$ cat src/rtl/debug_pipeline_controller.sv
// Run-control sequencer for the 5-stage MIPS pipeline.
// Gates the PC/pipeline clock-enable (free-run until halt, single-step, stop),
// counts enabled cycles, and streams a register-bank dump followed by the cycle
// count over a valid/ready interface using the bank's second read port.
//
// Ports:
//   i_clk, i_rst          clock, synchronous active-high reset
//   i_cmd_valid/i_cmd     command strobe/code (00 STOP, 01 RUN, 10 STEP, 11 DUMP)
//   o_cmd_ready           command accepted when valid & ready (IDLE, RUN, HALTED)
//   i_halt_detected       HALT instruction reached WB
//   o_pipe_enable         clock-enable to PC and pipeline registers
//   o_dbg_reg_addr        debug read address into the register bank
//   i_dbg_reg_data        combinational read data for o_dbg_reg_addr
//   o_tx_valid/o_tx_data  dump word stream, i_tx_ready is the consumer ready
//   o_cycle_count         saturating count of cycles with o_pipe_enable=1
//   o_halted, o_busy      status flags
module debug_pipeline_controller #(
  parameter int unsigned LEN                  = 32,
  parameter int unsigned CANTIDAD_REGISTROS   = 32,
  parameter int unsigned NB_ADDRESS_REGISTROS = $clog2(CANTIDAD_REGISTROS),
  parameter int unsigned NB_CMD               = 2
) (
  input  logic                            i_clk,
  input  logic                            i_rst,
  input  logic                            i_cmd_valid,
  input  logic [NB_CMD-1:0]               i_cmd,
  output logic                            o_cmd_ready,
  input  logic                            i_halt_detected,
  output logic                            o_pipe_enable,
  output logic [NB_ADDRESS_REGISTROS-1:0] o_dbg_reg_addr,
  input  logic [LEN-1:0]                  i_dbg_reg_data,
  output logic                            o_tx_valid,
  output logic [LEN-1:0]                  o_tx_data,
  input  logic                            i_tx_ready,
  output logic [LEN-1:0]                  o_cycle_count,
  output logic                            o_halted,
  output logic                            o_busy
);

  localparam int unsigned IdxW = NB_ADDRESS_REGISTROS + 1;
  // Last index selects the cycle count instead of a register.
  localparam logic [IdxW-1:0] IdxLast = IdxW'(CANTIDAD_REGISTROS);

  localparam logic [NB_CMD-1:0] CmdStop = NB_CMD'(0);
  localparam logic [NB_CMD-1:0] CmdRun  = NB_CMD'(1);
  localparam logic [NB_CMD-1:0] CmdStep = NB_CMD'(2);
  localparam logic [NB_CMD-1:0] CmdDump = NB_CMD'(3);

  typedef enum logic [2:0] {
    StIdle,
    StRun,
    StStep,
    StHalted,
    StDumpLoad,
    StDumpSend
  } state_e;

  state_e              state_q, state_d;
  logic                ret_halted_q, ret_halted_d;  // dump return target
  logic [IdxW-1:0]     idx_q, idx_d;
  logic                tx_valid_q, tx_valid_d;
  logic [LEN-1:0]      tx_data_q, tx_data_d;
  logic                pipe_en_q;
  logic                halted_q;
  logic                busy_q;
  logic [NB_ADDRESS_REGISTROS-1:0] addr_q;
  logic [LEN-1:0]      count_q;
  logic                cmd_fire;

  assign o_cmd_ready = (state_q == StIdle) || (state_q == StRun) || (state_q == StHalted);
  assign cmd_fire    = i_cmd_valid && o_cmd_ready;

  always_comb begin
    state_d      = state_q;
    ret_halted_d = ret_halted_q;
    idx_d        = idx_q;
    tx_valid_d   = tx_valid_q;
    tx_data_d    = tx_data_q;
    unique case (state_q)
      StIdle: begin
        if (cmd_fire) begin
          case (i_cmd)
            CmdRun:  state_d = StRun;
            CmdStep: state_d = StStep;
            CmdDump: begin
              state_d      = StDumpLoad;
              ret_halted_d = 1'b0;
            end
            default: ;
          endcase
        end
      end
      StRun: begin
        // Halt takes priority over a simultaneous STOP.
        if (i_halt_detected) begin
          state_d = StHalted;
        end else if (cmd_fire && (i_cmd == CmdStop)) begin
          state_d = StIdle;
        end
      end
      StStep: begin
        state_d = i_halt_detected ? StHalted : StIdle;
      end
      StHalted: begin
        if (cmd_fire && (i_cmd == CmdDump)) begin
          state_d      = StDumpLoad;
          ret_halted_d = 1'b1;
        end
      end
      StDumpLoad: begin
        tx_data_d  = (idx_q < IdxLast) ? i_dbg_reg_data : count_q;
        tx_valid_d = 1'b1;
        state_d    = StDumpSend;
      end
      StDumpSend: begin
        if (i_tx_ready) begin
          tx_valid_d = 1'b0;
          if (idx_q == IdxLast) begin
            idx_d   = '0;
            state_d = ret_halted_q ? StHalted : StIdle;
          end else begin
            idx_d   = idx_q + IdxW'(1);
            state_d = StDumpLoad;
          end
        end
      end
      default: state_d = StIdle;
    endcase
  end

  always_ff @(posedge i_clk) begin
    if (i_rst) begin
      state_q      <= StIdle;
      ret_halted_q <= 1'b0;
      idx_q        <= '0;
      tx_valid_q   <= 1'b0;
      tx_data_q    <= '0;
      pipe_en_q    <= 1'b0;
      halted_q     <= 1'b0;
      busy_q       <= 1'b0;
      addr_q       <= '0;
      count_q      <= '0;
    end else begin
      state_q      <= state_d;
      ret_halted_q <= ret_halted_d;
      idx_q        <= idx_d;
      tx_valid_q   <= tx_valid_d;
      tx_data_q    <= tx_data_d;
      pipe_en_q    <= (state_d == StRun) || (state_d == StStep);
      halted_q     <= (state_d == StHalted);
      busy_q       <= (state_d == StRun) || (state_d == StStep) ||
                      (state_d == StDumpLoad) || (state_d == StDumpSend);
      // Address tracks the next index so it is valid throughout DUMP_LOAD.
      addr_q       <= idx_d[NB_ADDRESS_REGISTROS-1:0];
      if (pipe_en_q && (count_q != {LEN{1'b1}})) begin
        count_q <= count_q + LEN'(1);
      end
    end
  end

  assign o_pipe_enable  = pipe_en_q;
  assign o_dbg_reg_addr = addr_q;
  assign o_tx_valid     = tx_valid_q;
  assign o_tx_data      = tx_data_q;
  assign o_cycle_count  = count_q;
  assign o_halted       = halted_q;
  assign o_busy         = busy_q;

endmodule

$ cat config.mk
export PLATFORM = sky130hd
export DESIGN_NAME = debug_pipeline_controller
export DESIGN_NICKNAME = d
export VERILOG_FILES = /design/src/rtl/debug_pipeline_controller.sv
export SDC_FILE = /design/constraint.sdc
export NUM_CORES = 1
export LEC_CHECK = 0
export CAP_MARGIN = 20
export CORE_UTILIZATION = 53
export CTS_BUF_LIST = sky130_fd_sc_hd__clkbuf_8
export CTS_CLUSTER_SIZE = 20
export DETAILED_ROUTE_END_ITERATION = 12
export GPL_TIMING_DRIVEN = 0
export PLACE_DENSITY = 0.95
export SKIP_LAST_GASP = 1
export SLEW_MARGIN = 10
export SYNTH_ARGS = -nofsm -noshare
export SYNTH_HDL_FRONTEND = slang
export SYNTH_SLANG_ARGS = --single-unit
$ cat constraint.sdc
create_clock -name i_clk -period 3.5 [get_ports i_clk]
set_input_delay 0.35 -clock i_clk [delete_from_list [all_inputs] [get_ports i_clk]]
set_output_delay 0.35 -clock i_clk [all_outputs]
set_load 0.005 [all_outputs]
==> flow_metrics.env, run 1 <==
export IMPL_syn_to_final_growth_pct=37.8
export IMPL_synth_distinct_cells=46
export IMPL_clk_latency_ps=350
export IMPL_cp_max_fo=9
export IMPL_arrival_ps=2380
export IMPL_hold_path_class="reg2reg"
export IMPL_synthesis_area_mm2=0.00378
export IMPL_cts_num_sinks=78
export IMPL_track_usage=0.317
export IMPL_final_cells=648
export IMPL_setup_viol=0
export IMPL_dp_cells=633
export IMPL_htree_levels=3
export IMPL_required_ps=3750
export IMPL_grt_pass1_vias=3641
export IMPL_layout_drive_gt1_share=0.0616
export IMPL_max_freq_ghz=0.468
export IMPL_yosys_area_top_type="dfxtp_1"
export IMPL_ys_top_cells_by_area="dfxtp_1 (41%), mux2i_1 (9.0%), a211oi_1 (6.8%), nor2_1 (5.7%), a21oi_1 (3.7%)"
export IMPL_ant_nets=0
export IMPL_cts_resized=0
export IMPL_n_fill_cell=467
export IMPL_slew_headroom=0.501
export IMPL_place_area_mm2=0.00502
export IMPL_ys_warn_count=0
export IMPL_report_final_hold_viol_count=0
export IMPL_tns_ps=0
export IMPL_ys_ff_latch=78
export IMPL_dr_pass1_iters=6
export IMPL_power_leakage_nw=1.67
export IMPL_grt_pass1_wl_mm=18.1
export IMPL_seq_area_frac_synth=0.413
export IMPL_synthArstFlopShare=0
export IMPL_post_cts_setup_buffer_count=0
export IMPL_synth_flop_cell="dfxtp_1"
export IMPL_ctsRootBufferMaster="clkbuf_8"
export IMPL_vias=3978
export IMPL_synth_edf_count=0
export IMPL_dieArea_mm2=0.00747
export IMPL_syn_avg_cell_area_um2=8.89
export IMPL_cts_tree="done"
export IMPL_drc=0
export IMPL_grt_setup_unrepaired="no"
export IMPL_netlist_area_leader_share=0.413
export IMPL_place_gp_congestion=0.933
export IMPL_critPathLaunchType="register"
export IMPL_totalPowerFinal_mw=1.94
export IMPL_dieHeight_um=86.4
export IMPL_wl_mm=11.9
export IMPL_r2r_slack_ps=1360
export IMPL_fin_crit_sh=0.611
export IMPL_post_drt_wl_per_cell_um=18.4
export IMPL_crit_type="reg2reg"
export IMPL_dp_hpwl_mm=8.32
export IMPL_final_cell_area_mm2=0.00521
export IMPL_postCtsHoldBufs=0
export IMPL_min_period_ps=2140
export IMPL_p_per_area_mw_per_mm2=372
export IMPL_port_buffers=112
export IMPL_antenna_cells=0
export IMPL_start_util=0.553
export IMPL_reg2reg_to="o_cycle_count[22]"
export IMPL_fin_skew_ps=7.27
export IMPL_grt_max_degree=13
export IMPL_final_max_slew_viol_count=0
export IMPL_vdd_ir_drop_max_mv=0.241
export IMPL_fp_dieW_um=86.4
export IMPL_synth_nets=467
export IMPL_cp_endpoint="o_cycle_count[22]"
export IMPL_final_nets=590
export IMPL_crit_start="o_cycle_count[1]"
export IMPL_cap_viol_max_count=0
export IMPL_antenna_found_initial=0
export IMPL_core_area_mm2=0.00683
export IMPL_clk_pin_slew_ps=80
export IMPL_ios=113
export IMPL_cts_buffers=9
export IMPL_status="completed"
export IMPL_netlist_instances=425
export IMPL_grt_ovfl_total=0
export IMPL_synth_most_common_cell="dfxtp_1"
export IMPL_cts_buffer_depth=2
export IMPL_reg2regPathDepth=6
export IMPL_end_kind="register"
export IMPL_rows=30
export IMPL_drt_iter0_drc=298
export IMPL_detail_route_vias_per_cell=6.14
export IMPL_synth_common_cells="dfxtp_1 (78), nor2_1 (57), a211oi_1 (34), mux2i_1 (34), a21oi_1 (28)"
export IMPL_worst_pin_slew_ps=748
export IMPL_regToRegStartpoint="o_cycle_count[1]"
## worst min-delay path by stage
| stage | startpoint | endpoint | slack [ps] | cells after the start |
|---|---|---|---|---|
| 5_1_grt | o_tx_data[28] | o_tx_data[28] | 520 | 2 |
| 2_1_floorplan | ret_halted_q | ret_halted_q | 470 | 2 |
| 3_3_place_gp | o_tx_data[11] | o_tx_data[11] | 490 | 2 |
| 6_report | o_tx_data[28] | o_tx_data[28] | 500 | 2 |
| 3_5_place_dp | o_tx_data[31] | o_tx_data[31] | 490 | 2 |
| 4_1_cts | o_tx_data[28] | o_tx_data[28] | 500 | 2 |
## worst max-delay path: stages, from the launching register on
cell,delay (ps)
dfxtp_1,460
ha_1,240
and2_1,260
nand4_4,210
a211oi_1,410
nand2_1,160
mux2_2,290
## through the flow
step,hold slack [ps],setup slack (ps),util
detailed placement,492,1350,0.735
finish,501,1360,0.762
CTS,501,1410,0.762
global route,518,1290,0.762
floorplan,468,1660,-
global placement,487,1410,0.735
## report_power, final
group / switching [mW] / internal [mW] / total, mW
Clock: 0.330 / 0.340 / 0.670
Sequential: 0.0302 / 0.929 / 0.959
Combinational: 0.146 / 0.161 / 0.307
## cells by family after synthesis
logic type,Yosys count,synth area share
simple gates,156,0.226
xor+xnor,13,0.0301
mux,36,0.0960
fa+ha+maj,3,0.00993
buf+inv,39,0.0480
compound gates,100,0.176
flops,78,0.413
## layer usage
metal  wire, um  global-route usage
met5          0                   0
met4        554               0.188
met3       1040              0.0514
met2       5600               0.521
met1       4700               0.394
## registers in the layout, summed over array words and instances (netlist names)
| name | flops |
|---|---|
| state_q | 3 |
| ret_halted_q | 1 |
| o_halted | 1 |
| o_pipe_enable | 1 |
| o_cycle_count | 32 |
| o_tx_valid | 1 |
| idx_q | 6 |
| o_busy | 1 |
| o_tx_data | 32 |
## layout make-up
| type | instances | area [um^2] | area share |
|---|---|---|---|
| repair buffers | 112 | 1120 | 0.215 |
| plain buffers | 32 | 155 | 0.0298 |
| well taps | 96 | 120 | 0.0231 |
| clock buffers | 10 | 138 | 0.0264 |
| clock inverters | 5 | 51.3 | 0.00985 |
| inverters | 7 | 26.3 | 0.00504 |
| multi-input cells | 308 | 2040 | 0.391 |
| flip-flops and latches | 78 | 1560 | 0.300 |
## cell usage in the layout, fill, tap and decap left out, drive strengths merged, types with 9 or more instances in the layout
cell           netlist  routed
nor2                57      57
a21oi               28      28
and4                10      10
nand4               10      10
o21ai               18      18
xnor2                9       9
a211oi              34      34
clkdlybuf4s50        0     112
mux2i               34      34
buf                 16      16
nand2               18      18
dfxtp               78      78
clkbuf              16      26
nand3               13      13
or3                 15      15
Power figures use the tool's default switching activity.
==> run 2, diff against run 1 <==
--- a/config.mk
+++ b/config.mk
@@ -6,12 +6,12 @@
 export NUM_CORES = 1
 export LEC_CHECK = 0
 export CAP_MARGIN = 20
-export CORE_UTILIZATION = 53
+export CORE_UTILIZATION = 44
 export CTS_BUF_LIST = sky130_fd_sc_hd__clkbuf_8
 export CTS_CLUSTER_SIZE = 20
 export DETAILED_ROUTE_END_ITERATION = 12
 export GPL_TIMING_DRIVEN = 0
-export PLACE_DENSITY = 0.95
+export PLACE_DENSITY = 0.88
 export SKIP_LAST_GASP = 1
 export SLEW_MARGIN = 10
 export SYNTH_ARGS = -nofsm -noshare
==> constraint.sdc (replaced) <==
create_clock -name i_clk -period 1.9 [get_ports i_clk]
set_input_delay 0.19 -clock i_clk [delete_from_list [all_inputs] [get_ports i_clk]]
set_output_delay 0.19 -clock i_clk [all_outputs]
set_load 0.005 [all_outputs]
==> flow_metrics.env, run 2 (synthesis results as in run 1) <==
export IMPL_grt_setup_unrepaired="yes"
export IMPL_place_gp_congestion=0.934
export IMPL_crit_buf_inv=0
export IMPL_antenna_cells=0
export IMPL_ctsRootBufferMaster="clkbuf_8"
export IMPL_cp_max_fo=9
export IMPL_dieArea_mm2=0.00896
export IMPL_cts_buffer_depth=2
export IMPL_final_cell_mix="clkdlybuf4s50_1 (112), nor2_1 (57), dfxtp_1 (56)"
export IMPL_ant_nets=0
export IMPL_vias=3945
export IMPL_drt_iter0_drc=299
export IMPL_reg2reg_to="o_cycle_count[27]"
export IMPL_cts_num_sinks=78
export IMPL_fin_crit_sh=1.03
export IMPL_hold_end="o_tx_data[19]"
export IMPL_dr_pass1_iters=5
export IMPL_place_area_mm2=0.00503
export IMPL_end_kind="register"
export IMPL_slew_headroom=0.545
export IMPL_final_common_cell="clkdlybuf4s50_1"
export IMPL_critical_path_max_stage_delay_ps=470
export IMPL_final_cell_area_mm2=0.00550
export IMPL_r2r_slack_ps=-60
export IMPL_htree_levels=3
export IMPL_start_util=0.458
export IMPL_arrival_ps=2230
export IMPL_worstHoldStart="i_dbg_reg_data[19]"
export IMPL_fp_dieW_um=94.7
export IMPL_clk_latency_ps=360
export IMPL_grt_pass1_vias=3638
export IMPL_regToRegStartpoint="o_cycle_count[12]"
export IMPL_hold_path_class="in2reg"
export IMPL_reg2regPathDepth=5
export IMPL_power_leakage_nw=1.77
export IMPL_antenna_found_initial=0
export IMPL_status="finished, violations left"
export IMPL_syn_to_final_growth_pct=45.5
export IMPL_clk_pin_slew_ps=80
export IMPL_ios=113
export IMPL_setup_viol=4
export IMPL_cp_top_family="compound AO/OA/AOI/OAI gates"
export IMPL_min_path_cells=3
export IMPL_vdd_ir_drop_max_mv=0.414
export IMPL_required_ps=2170
export IMPL_wl_mm=12.3
export IMPL_final_nets=598
export IMPL_dp_cells=642
export IMPL_cts_buffers=9
export IMPL_dp_hpwl_mm=8.49
export IMPL_max_freq_ghz=0.510
export IMPL_layout_drive_gt1_share=0.150
export IMPL_port_buffers=112
export IMPL_crit_slowest_cell="dfxtp_1"
export IMPL_p_per_area_mw_per_mm2=704
export IMPL_cts_tree="done"
export IMPL_crit_type="reg2reg"
export IMPL_critPathLaunchType="register"
export IMPL_grt_max_degree=15
export IMPL_report_final_hold_viol_count=0
export IMPL_rows=33
export IMPL_detail_route_vias_per_cell=5.92
export IMPL_setup_ws_ps=-59.2
export IMPL_crit_chain="and4_1 -> nand4_4 -> o311ai_2 -> o21ai_0 -> a21oi_1"
export IMPL_dieHeight_um=94.7
export IMPL_totalPowerFinal_mw=3.87
export IMPL_grt_pass1_wl_mm=17.8
export IMPL_final_cells=666
export IMPL_final_max_slew_viol_count=0
export IMPL_hold_slack_ps=474
export IMPL_fin_skew_ps=5.53
export IMPL_track_usage=0.257
export IMPL_cap_viol_max_count=0
export IMPL_violations="setup timing"
export IMPL_drc=0
export IMPL_min_period_ps=1960
export IMPL_core_area_mm2=0.00826
export IMPL_grt_ovfl_total=0
export IMPL_worst_pin_slew_ps=682
export IMPL_post_drt_wl_per_cell_um=18.5
export IMPL_n_fill_cell=634
[run 2: what timing repair did]
| item | in CTS | in global routing |
|---|---|---|
| gates resized for setup | 19 | 41 |
| endpoints found under the setup margin | 30 | 57 |
| cloned | 0 | 2 |
| buffers inserted | 0 | 7 |
| pin swaps | 1 | 12 |
| hold buffers | 0 | 0 |
[run 2: worst max-delay path by stage]
stage / startpoint / endpoint / cells past startpoint
2_1_floorplan: o_cycle_count[0] / o_cycle_count[13] / 7
3_3_place_gp: o_cycle_count[1] / o_cycle_count[16] / 6
3_5_place_dp: o_cycle_count[1] / o_cycle_count[16] / 6
4_1_cts: o_cycle_count[8] / o_cycle_count[13] / 5
5_1_grt: o_cycle_count[12] / o_cycle_count[27] / 5
6_report: o_cycle_count[12] / o_cycle_count[27] / 5
[run 2: area by class of cell]
type / instances / area [um^2] / area share
multi-input combinational: 308 / 2110 / 0.384
sequential: 78 / 1610 / 0.292
timing repair buffer: 121 / 1210 / 0.220
buffer: 31 / 168 / 0.0305
tap: 105 / 131 / 0.0239
clock buffer: 9 / 124 / 0.0225
clock inverter: 7 / 121 / 0.0221
inverter: 7 / 26.3 / 0.00478
[run 2: stage by stage]
step	worst slack [ps]	TNS [ps]	util
after detailed placement	-164	-1730	0.609
after global placement	-127	-653	0.609
final	-59.2	-93.0	0.666
after global routing	-241	-1640	0.666
after floorplan	60.2	0	-
after CTS	-15.9	-15.9	0.644
[run 2: where the power goes]
group / internal, mW / switching (mW) / leakage, nW
logic: 0.315 / 0.267 / 1.01
registers: 1.71 / 0.0523 / 0.645
clock network: 0.876 / 0.656 / 0.112
[run 2: per-layer routing]
metal / share of wire / track usage / routed length [um] / vias up
met4: 0.027 / 0.117 / 333 / 0
met2: 0.49 / 0.418 / 5980 / 219
met5: 0 / 0 / 0 / -
met3: 0.077 / 0.0330 / 948 / 34
met1: 0.41 / 0.337 / 5060 / 1863
li1: - / - / - / 1829
[run 2: worst register-to-register path: cells and delay by family, from the launching register on]
| kind | cells | cell delay (ps) |
|---|---|---|
| AOI/OAI and AO/OA | 3 | 880 |
| DFF | 1 | 470 |
| and+or+nand+nor | 2 | 530 |
